==> src/rtl/tomasulo_pkg.sv <==
// Shared Tomasulo core constants: ROB geometry, rename tags and opcode encodings.
package tomasulo_pkg;

  localparam int unsigned ROB_DEPTH = 8;
  localparam int unsigned IDX_W     = 3;
  localparam int unsigned DATA_W    = 16;
  localparam int unsigned REG_W     = 4;
  localparam int unsigned FUNC_W    = 4;
  localparam int unsigned TAG_W     = IDX_W + 1;

  // Rename tag meaning "the value lives in the register bank".
  localparam logic [TAG_W-1:0] TAG_NONE = 4'd8;

  // Opcodes shared by issue, reservation stations and the ROB.
  typedef enum logic [FUNC_W-1:0] {
    FUNC_ADD  = 4'd0,
    FUNC_SUB  = 4'd1,
    FUNC_AND  = 4'd2,
    FUNC_OR   = 4'd3,
    FUNC_XOR  = 4'd4,
    FUNC_SLL  = 4'd5,
    FUNC_SRL  = 4'd6,
    FUNC_MUL  = 4'd7,
    FUNC_LOAD = 4'd8,
    FUNC_NOP  = 4'd15
  } func_e;

  // Retire payload as seen by the register-bank owner.
  typedef struct packed {
    logic [IDX_W-1:0]  idx;
    logic [REG_W-1:0]  rd;
    logic [FUNC_W-1:0] func;
    logic [DATA_W-1:0] data;
  } rob_ret_t;

endpackage

==> src/rtl/rob_retire.sv <==
// Reorder buffer: tail allocation from issue, CDB completion, in-order retire from head.
module rob_retire #(
  parameter int unsigned DEPTH  = tomasulo_pkg::ROB_DEPTH,
  parameter int unsigned IDX_W  = tomasulo_pkg::IDX_W,
  parameter int unsigned DATA_W = tomasulo_pkg::DATA_W,
  parameter int unsigned REG_W  = tomasulo_pkg::REG_W,
  parameter int unsigned FUNC_W = tomasulo_pkg::FUNC_W
) (
  input  logic              clk1,
  input  logic              rst_n,
  input  logic              alloc_valid,
  input  logic [FUNC_W-1:0] alloc_func,
  input  logic [REG_W-1:0]  alloc_rd,
  output logic              alloc_ready,
  output logic [IDX_W-1:0]  alloc_idx,
  input  logic              cdb_valid,
  input  logic [IDX_W-1:0]  cdb_idx,
  input  logic [DATA_W-1:0] cdb_data,
  input  logic              flush,
  output logic              ret_valid,
  output logic [IDX_W-1:0]  ret_idx,
  output logic [REG_W-1:0]  ret_rd,
  output logic [FUNC_W-1:0] ret_func,
  output logic [DATA_W-1:0] ret_data,
  output logic              cdb_err,
  output logic [IDX_W:0]    count,
  output logic              full,
  output logic              empty
);

  localparam int unsigned CNT_W = IDX_W + 1;

  // Per-field entry storage.
  logic [DEPTH-1:0]  valid_q, valid_d;
  logic [DEPTH-1:0]  done_q,  done_d;
  logic [FUNC_W-1:0] func_q [DEPTH];
  logic [REG_W-1:0]  rd_q   [DEPTH];
  logic [DATA_W-1:0] data_q [DEPTH];

  logic [IDX_W-1:0]  head_q,  head_d;
  logic [IDX_W-1:0]  tail_q,  tail_d;
  logic [CNT_W-1:0]  count_q, count_d;
  logic              full_q,  empty_q;

  logic              ret_valid_q;
  logic [IDX_W-1:0]  ret_idx_q;
  logic [REG_W-1:0]  ret_rd_q;
  logic [FUNC_W-1:0] ret_func_q;
  logic [DATA_W-1:0] ret_data_q;
  logic              cdb_err_q;

  logic              accept_c;
  logic              retire_c;
  logic              cdb_ok_c;
  logic              cdb_bad_c;

  // Handshake decode. A CDB aimed at the tail being allocated sees valid=0 there
  // (tail is never valid unless full), so allocate wins and the CDB reports an error.
  always_comb begin
    accept_c  = alloc_valid && !full_q && !flush;
    retire_c  = !flush && valid_q[head_q] && done_q[head_q];
    cdb_ok_c  = !flush && cdb_valid && valid_q[cdb_idx] && !done_q[cdb_idx];
    cdb_bad_c = !flush && cdb_valid && !(valid_q[cdb_idx] && !done_q[cdb_idx]);
  end

  // Next-state for pointers, occupancy and per-entry valid/done bits.
  always_comb begin
    head_d  = head_q;
    tail_d  = tail_q;
    count_d = count_q;
    valid_d = valid_q;
    done_d  = done_q;
    if (flush) begin
      head_d  = '0;
      tail_d  = '0;
      count_d = '0;
      valid_d = '0;
      done_d  = '0;
    end else begin
      if (accept_c) tail_d = tail_q + IDX_W'(1);
      if (retire_c) head_d = head_q + IDX_W'(1);
      count_d = count_q + CNT_W'(accept_c) - CNT_W'(retire_c);
      for (int unsigned i = 0; i < DEPTH; i++) begin
        if (accept_c && (tail_q == IDX_W'(i))) begin
          valid_d[i] = 1'b1;
          done_d[i]  = 1'b0;
        end else if (retire_c && (head_q == IDX_W'(i))) begin
          valid_d[i] = 1'b0;
          done_d[i]  = 1'b0;
        end else if (cdb_ok_c && (cdb_idx == IDX_W'(i))) begin
          done_d[i]  = 1'b1;
        end
      end
    end
  end

  // Control state and registered retire/error outputs.
  always_ff @(posedge clk1 or negedge rst_n) begin
    if (!rst_n) begin
      head_q      <= '0;
      tail_q      <= '0;
      count_q     <= '0;
      valid_q     <= '0;
      done_q      <= '0;
      full_q      <= 1'b0;
      empty_q     <= 1'b1;
      ret_valid_q <= 1'b0;
      ret_idx_q   <= '0;
      ret_rd_q    <= '0;
      ret_func_q  <= '0;
      ret_data_q  <= '0;
      cdb_err_q   <= 1'b0;
    end else begin
      head_q      <= head_d;
      tail_q      <= tail_d;
      count_q     <= count_d;
      valid_q     <= valid_d;
      done_q      <= done_d;
      full_q      <= (count_d == CNT_W'(DEPTH));
      empty_q     <= (count_d == '0);
      ret_valid_q <= retire_c;
      cdb_err_q   <= cdb_bad_c;
      if (retire_c) begin
        ret_idx_q  <= head_q;
        ret_rd_q   <= rd_q[head_q];
        ret_func_q <= func_q[head_q];
        ret_data_q <= data_q[head_q];
      end
    end
  end

  // Entry payload; qualified by the valid/done bits so it needs no reset.
  always_ff @(posedge clk1) begin
    if (accept_c) begin
      func_q[tail_q] <= alloc_func;
      rd_q[tail_q]   <= alloc_rd;
    end
    if (cdb_ok_c) data_q[cdb_idx] <= cdb_data;
  end

  assign alloc_ready = !full_q;
  assign alloc_idx   = tail_q;
  assign ret_valid   = ret_valid_q;
  assign ret_idx     = ret_idx_q;
  assign ret_rd      = ret_rd_q;
  assign ret_func    = ret_func_q;
  assign ret_data    = ret_data_q;
  assign cdb_err     = cdb_err_q;
  assign count       = count_q;
  assign full        = full_q;
  assign empty       = empty_q;

endmodule

==> config.mk <==
export PLATFORM = sky130hd
export DESIGN_NAME = rob_retire
export DESIGN_NICKNAME = d
export VERILOG_FILES = /design/src/rtl/tomasulo_pkg.sv /design/src/rtl/rob_retire.sv
export SDC_FILE = /design/constraint.sdc
export NUM_CORES = 1
export LEC_CHECK = 0
export ABC_CLOCK_PERIOD_IN_PS = 9600
export BUFFER_PORTS_ARGS = -buffer_cell sky130_fd_sc_hd__buf_2
export CORE_MARGIN = 3
export CORE_UTILIZATION = 40
export DETAILED_ROUTE_END_ITERATION = 8
export HOLD_SLACK_MARGIN = 0.05
export PLACE_DENSITY = 0.66
export RECOVER_POWER = 25
export SYNTH_ARGS = -nofsm -noshare
export SYNTH_HDL_FRONTEND = slang
export SYNTH_SLANG_ARGS = --single-unit
==> constraint.sdc <==
create_clock -name clk1 -period 9.6 [get_ports clk1]
set_clock_uncertainty 0.2 [all_clocks]
set_input_delay 0.96 -clock clk1 [delete_from_list [all_inputs] [get_ports clk1]]
set_output_delay 0.96 -clock clk1 [all_outputs]
set_load 0.01 [all_outputs]
# After elaboration in Yosys (flattened, before gate mapping)
# Memories as Yosys holds them, arrays and structs flattened. A register that Yosys moved wholly into a read port is not among the register bits.
# Index checks and enable logic that the tools add are counted.
# totals
reg_bits	33
latch_bits	0
ramBits	192
rom_bits	0
input_bits	32
out_inout_bits	39
elab_cells	176
n_memories	3
# op_classes
addsub	4
multipliers	0
div	0
n_lt_le_gt_ge	2
n_eq_ne	22
n_shift	0
mux	59
bitwise_logic	0
n_reduce_logical	62
# memory_table
name	depth	width	rd	rd_ports_with_merged_regs	wr	line	rtl
data_q	8	16	1	1	1	rob_retire.sv:38	logic [DATA_W-1:0] data_q [DEPTH];
func_q	8	4	1	1	1	rob_retire.sv:36	logic [FUNC_W-1:0] func_q [DEPTH];
rd_q	8	4	1	1	1	rob_retire.sv:37	logic [REG_W-1:0] rd_q [DEPTH];
# op_table
op	count
$mux W1	48
$eq A3 B3 Y1 const B	12
$logic_and A1 B1 Y1	33
$reduce_bool A4 Y1	8
$reduce_bool A3 Y1	8
$eq A3 B2 Y1 const B	6
$mux W8	2
$bmux W1 S3	4
$mux W3	4
$eq A3 B1 Y1 const B	3
$logic_not A3 Y1	3
$lt A3 B4 Y1 const B	2
$logic_not A1 Y1	7
$add A3 B1 Y3 const B	2
$add A4 B1 Y4	1
$eq A4 B4 Y1 const B	1
$logic_not A4 Y1	1
$mux W4	1
$reduce_bool A2 Y1	2
$sub A4 B1 Y4	1

# Depth between registers and ports, before layout
# logic_depth
ltp_word	9
ltp_mapped	15
depth_no_buf	12

# Worst setup path after synthesis
# OpenSTA, ideal clock, no wires.
# synth_path
kind	input to register
startpoint	in flush
endpoint	mem data_q[1][0] (enable)
setup_time_ns	0.436
t_arrival_ns	3.482
required_time_ns	8.964
slack_ns	5.482
cell_stages	3
n_path_buf	1
cell_sequence	clkbuf_1 > or4_1 > nor4b_1
# synth_between
elab_chain_len	6
# synth_rtl
item	line	rtl
from (decl)	rob_retire.sv:19	input logic flush,
$logic_not A1 Y1	rob_retire.sv:62	cdb_ok_c = !flush && cdb_valid && valid_q[cdb_idx] && !done_q[cdb_idx];
$logic_and A1 B1 Y1 (3 in series)	rob_retire.sv:62	
$mux W1	rob_retire.sv:138	if (cdb_ok_c) data_q[cdb_idx] <= cdb_data;
$mux W1 (implied by the code)	rob_retire.sv:138	
to (decl)	rob_retire.sv:38	
# No other way between the ends.

# Worst setup path after layout
# layout_path
startpoint	reg head_q[0]
endpoint	reg empty_q, in the netlist empty
# layout_between
elab_chain_len	7
word_cells_on_any_way	9
cone_classes	1 x add/sub; 5 x mux; 3 x reduce/logical
# layout_rtl
item	line	rtl
from (decl)	rob_retire.sv:40	logic [IDX_W-1:0] head_q, head_d;
from (signal assigned)	rob_retire.sv:100	head_q <= '0;
from (signal assigned)	rob_retire.sv:114	head_q <= head_d;
$bmux W1 S3	rob_retire.sv:61	retire_c = !flush && valid_q[head_q] && done_q[head_q];
$mux W1 (implied by the code)	rob_retire.sv:61	
$logic_and A1 B1 Y1	rob_retire.sv:61	
$logic_and A1 B1 Y1 (*)	rob_retire.sv:61	
$sub A4 B1 Y4 (*)	rob_retire.sv:82	count_d = count_q + CNT_W'(accept_c) - CNT_W'(retire_c);
$mux W4 (*)	rob_retire.sv:73	if (flush) begin
via count_d[2]	rob_retire.sv:42	logic [CNT_W-1:0] count_q, count_d;
$logic_not A4 Y1 (*)	rob_retire.sv:120	empty_q <= (count_d == '0);
to (signal assigned)	rob_retire.sv:120	
to (decl)	rob_retire.sv:43	logic full_q, empty_q;
# Mark *: on every way through the listed nets, which the timed path passes. The rest lies on a longest branch. The select of a mux whose other input is x is not followed.
# A chain may end at the register's enable or synchronous reset.

==> flow_metrics.py <==
metrics = {
    "cts": {
        "ctsHoldBuffers": 0,
        "cts_buffers": 25,
        "path_clk_slew_ns": 0.06,
        "cts_root_buf": "clkbuf_16",
        "clk_latency_ns": 0.52,
        "post-cts-setup-buffer-count": 0,
        "clock-sinks": 249,
        "clockBufferDepth": 3,
        "ctsResizeCount": 0,
        "cts_tree": "done",
        "htreeDepth": 1,
    },
    "yosys": {
        "yosys.area_share.simple_pct": 6.34,
        "synth_top_family_by_area": "multiplexers",
        "syn_area_per_cell_um2": 17.6,
        "synth_top_area_share_pct": 56.9,
        "synth_xor_area_share_pct": 0.346,
        "muxShareOfSynthArea_pct": 13.7,
        "synth-compound-area-share_pct": 4.23,
        "synthAdderAreaFrac_pct": 2.17,
        "netlist_area_mm2": 0.0101,
        "syn_inst": 577,
        "ys_warn_count": 0,
        "ys_types": 48,
        "yosysTopAreaCell": "edfxtp_1",
        "synth_nets": 626,
        "synth_area_leaders": "edfxtp_1 57%, dfrtp_1 14%, mux4_2 11%, nand2_1 2.1%, ha_1 2.0%",
        "ys_ff_latch": 249,
        "ys_seq_area_share_pct": 70.9,
    },
    "power_and_ir_drop": {
        "p_per_area_mw_per_mm2": 198,
        "peakVddDrop_mv": 0.109,
        "clock_power_share_pct": 40.4,
        "switching_share_pct": 21.9,
        "seq_power_share_pct": 53.0,
        "p_leak_nw": 4.22,
        "p_int_w": 0.00180,
        "power_w": 0.00230,
        "p_sw_w": 0.000505,
        "p_comb_share_pct": 6.6,
    },
    "drt": {
        "via_per_inst": 5.37,
        "drt_iter0_drc": 382,
        "detail-route-antenna-nets": 0,
        "drc": 0,
        "wirelength_um": 20700,
        "post_drt_wl_per_cell_um": 20.8,
        "route.vias.total": 5354,
        "first_pass_iters": 5,
    },
    "global_routing": {
        "grt_pass1_vias": 5619,
        "gr-usage-all-layers_pct": 15.6,
        "met2_usage_pct": 25.5,
        "grt_max_degree": 58,
        "top_usage_layer": "met2",
        "grt-ovfl-total": 0,
        "grt_pass1_wl_um": 32500,
        "grt_util_met3_pct": 3.29,
        "antenna_found_initial": 2,
        "grt_util_met1_pct": 21.4,
    },
    "worst_setup_path": {
        "setup.worst_path.class": "flip-flop to flip-flop",
        "cp_max_fo": 53,
        "critPathRequiredTime_ns": 9.86,
        "r2r_slack_ns": 5.40,
        "crit_arrival_ns": 4.46,
        "setup.worst_path.start_class": "flip-flop",
        "worstSetupEndpointType": "flip-flop",
    },
    "floorplan": {
        "fp.dieH_um": 165,
        "fp-row-count": 57,
        "io-pin-count": 71,
        "core_mm2": 0.0246,
        "die_x_um": 165,
        "die_area_mm2": 0.0273,
        "start_util_pct": 41.2,
    },
    "timing": {
        "worst_pin_slew_ns": 1.05,
        "slew_headroom_pct": 29.8,
        "rsz0062_at_grt": "no",
        "setup_slack_ns": 5.40,
        "min_period_ns": 4.20,
        "slew_violations": 0,
        "setup-violations-final": 0,
        "tns_ns": 0,
        "fin_crit_sh_pct": 43.8,
        "max_freq_mhz": 238,
        "hold_viol_final": 0,
        "hold_slack_ns": 0.306,
    },
    "placed_design": {
        "port-buffer-count": 70,
        "hpwlAfterDp_um": 12600,
        "preCtsSetupSlack_ns": 5.31,
        "gp_congestion": 0.804,
    },
    "cells_and_area": {
        "fin_nets": 703,
        "mostFrequentLayoutCells": "192 x edfxtp_1, 58 x nand2_1, 55 x dfrtp_1",
        "syn2layout_area_growth_pct": 14.9,
        "drive_gt1_share_pct": 27.6,
        "final_core_util_pct": 47.4,
        "n_antenna_cell": 0,
        "mostFrequentLayoutCell": "edfxtp_1",
    },
    "min_path": {
        "min_path_type": "flip-flop to flip-flop",
    },
    "outcome": {
        "status": "finished clean",
    },
    "flow_run": {
        "max-cap-violations": 0,
    },
}
-- worst max-delay path, cell delays in order (launching register included) --
cell and delay (ns):
dfrtp_4 1.11, inv_1 0.33, mux4_2 0.45, a22o_1 0.27, ha_1 0.29, inv_1 0.06
ha_1 0.15, inv_1 0.06, fa_1 0.40, xor2_1 0.17, nor2_1 0.08, or3_1 0.34
o21ba_2 0.24
-- layout make-up --
| type | count | area, µm² |
|---|---|---|
| Fill cell | 2070 | 13000 |
| Sequential cell | 249 | 7200 |
| Multi-Input combinational cell | 276 | 2780 |
| Clock buffer | 35 | 703 |
| Tap cell | 324 | 405 |
| Timing Repair Buffer | 79 | 392 |
| Clock inverter | 11 | 87.6 |
| Inverter | 23 | 86.3 |
-- path summary, 6_finish.rpt --
kind,from,to,depth (start not counted)
max,head_q[0],empty,12
min,ret_idx[0],ret_idx[0],1
max reg2reg,head_q[0],empty,12
min reg2reg,ret_idx[0],ret_idx[0],1
max in group asynchronous,rst_n,head_q[0],2
min in group asynchronous,rst_n,ret_data[0],2
-- stage by stage --
stage | area (µm²) | instances
finish | 11700 | 997
global route | 11700 | 997
CTS | 11700 | 997
detailed placement | 10900 | 951
global placement | 10900 | 951
floorplan | 10100 | 577
-- layer usage --
layer | up-vias | part of all wire (%) | wire length [µm]
met5 | - | 0.11 | 23
met4 | 4 | 2.2 | 454
met3 | 37 | 6.3 | 1300
met2 | 150 | 49 | 10100
met1 | 2757 | 43 | 8850
li1 | 2406 | - | -
-- Yosys cell counts (all sizes together) --
cell type / instances
o21a: 1
nor3: 9
mux2: 17
nor4b: 1
nand4bb: 1
mux2i: 2
o211a: 2
o21ba: 1
o221a: 12
nand2: 58
edfxtp: 192
nor2: 17
nand4: 1
dfstp: 1
xnor2: 2
xor2: 2
buf: 16
a311oi: 3
dfrtp: 56
fa: 1
a22o: 6
a31o: 1
a211oi: 3
a22oi: 1
and3: 6
clkbuf: 13
and4: 2
or3: 12
a21oi: 10
o21ai: 3
a21o: 2
nand3: 3
nor3b: 8
nor2b: 2
or4: 1
ha: 16
mux4: 51
a2111oi: 1
and2: 9
inv: 23
nand4b: 1
a31oi: 8
-- sequential cells by signal, summed over array words and instances (netlist names) --
signal     flops
cdb_err        1
head_q         3
ret_data      16
count          4
func_q        32
ret_rd         4
valid_q        8
ret_func       4
ret_idx        3
full           1
empty          1
data_q       128
rd_q          32
ret_valid      1
done_q         8
alloc_idx      3
-- power by group through the flow --
stage | clock network, W | logic, W | registers (W)
after global placement | 0 | 0.000149 | 0.00124
after CTS | 0.000955 | 0.000155 | 0.00122
after global routing | 0.00100 | 0.000169 | 0.00122
final | 0.000931 | 0.000151 | 0.00122
after floorplan | 0 | 0.0000784 | 0.00125
after detailed placement | 0 | 0.000154 | 0.00124
-- logic make-up after synthesis --
group                    after synthesis
AO/OA/AOI/OAI                         54
XOR/XNOR                               4
adder cells (fa/ha/maj)               17
buffers and inverters                 52
flip-flops                           249
multiplexers                          70
AND/OR/NAND/NOR                      131
No activity file was read; power rests on OpenSTA's default activity.
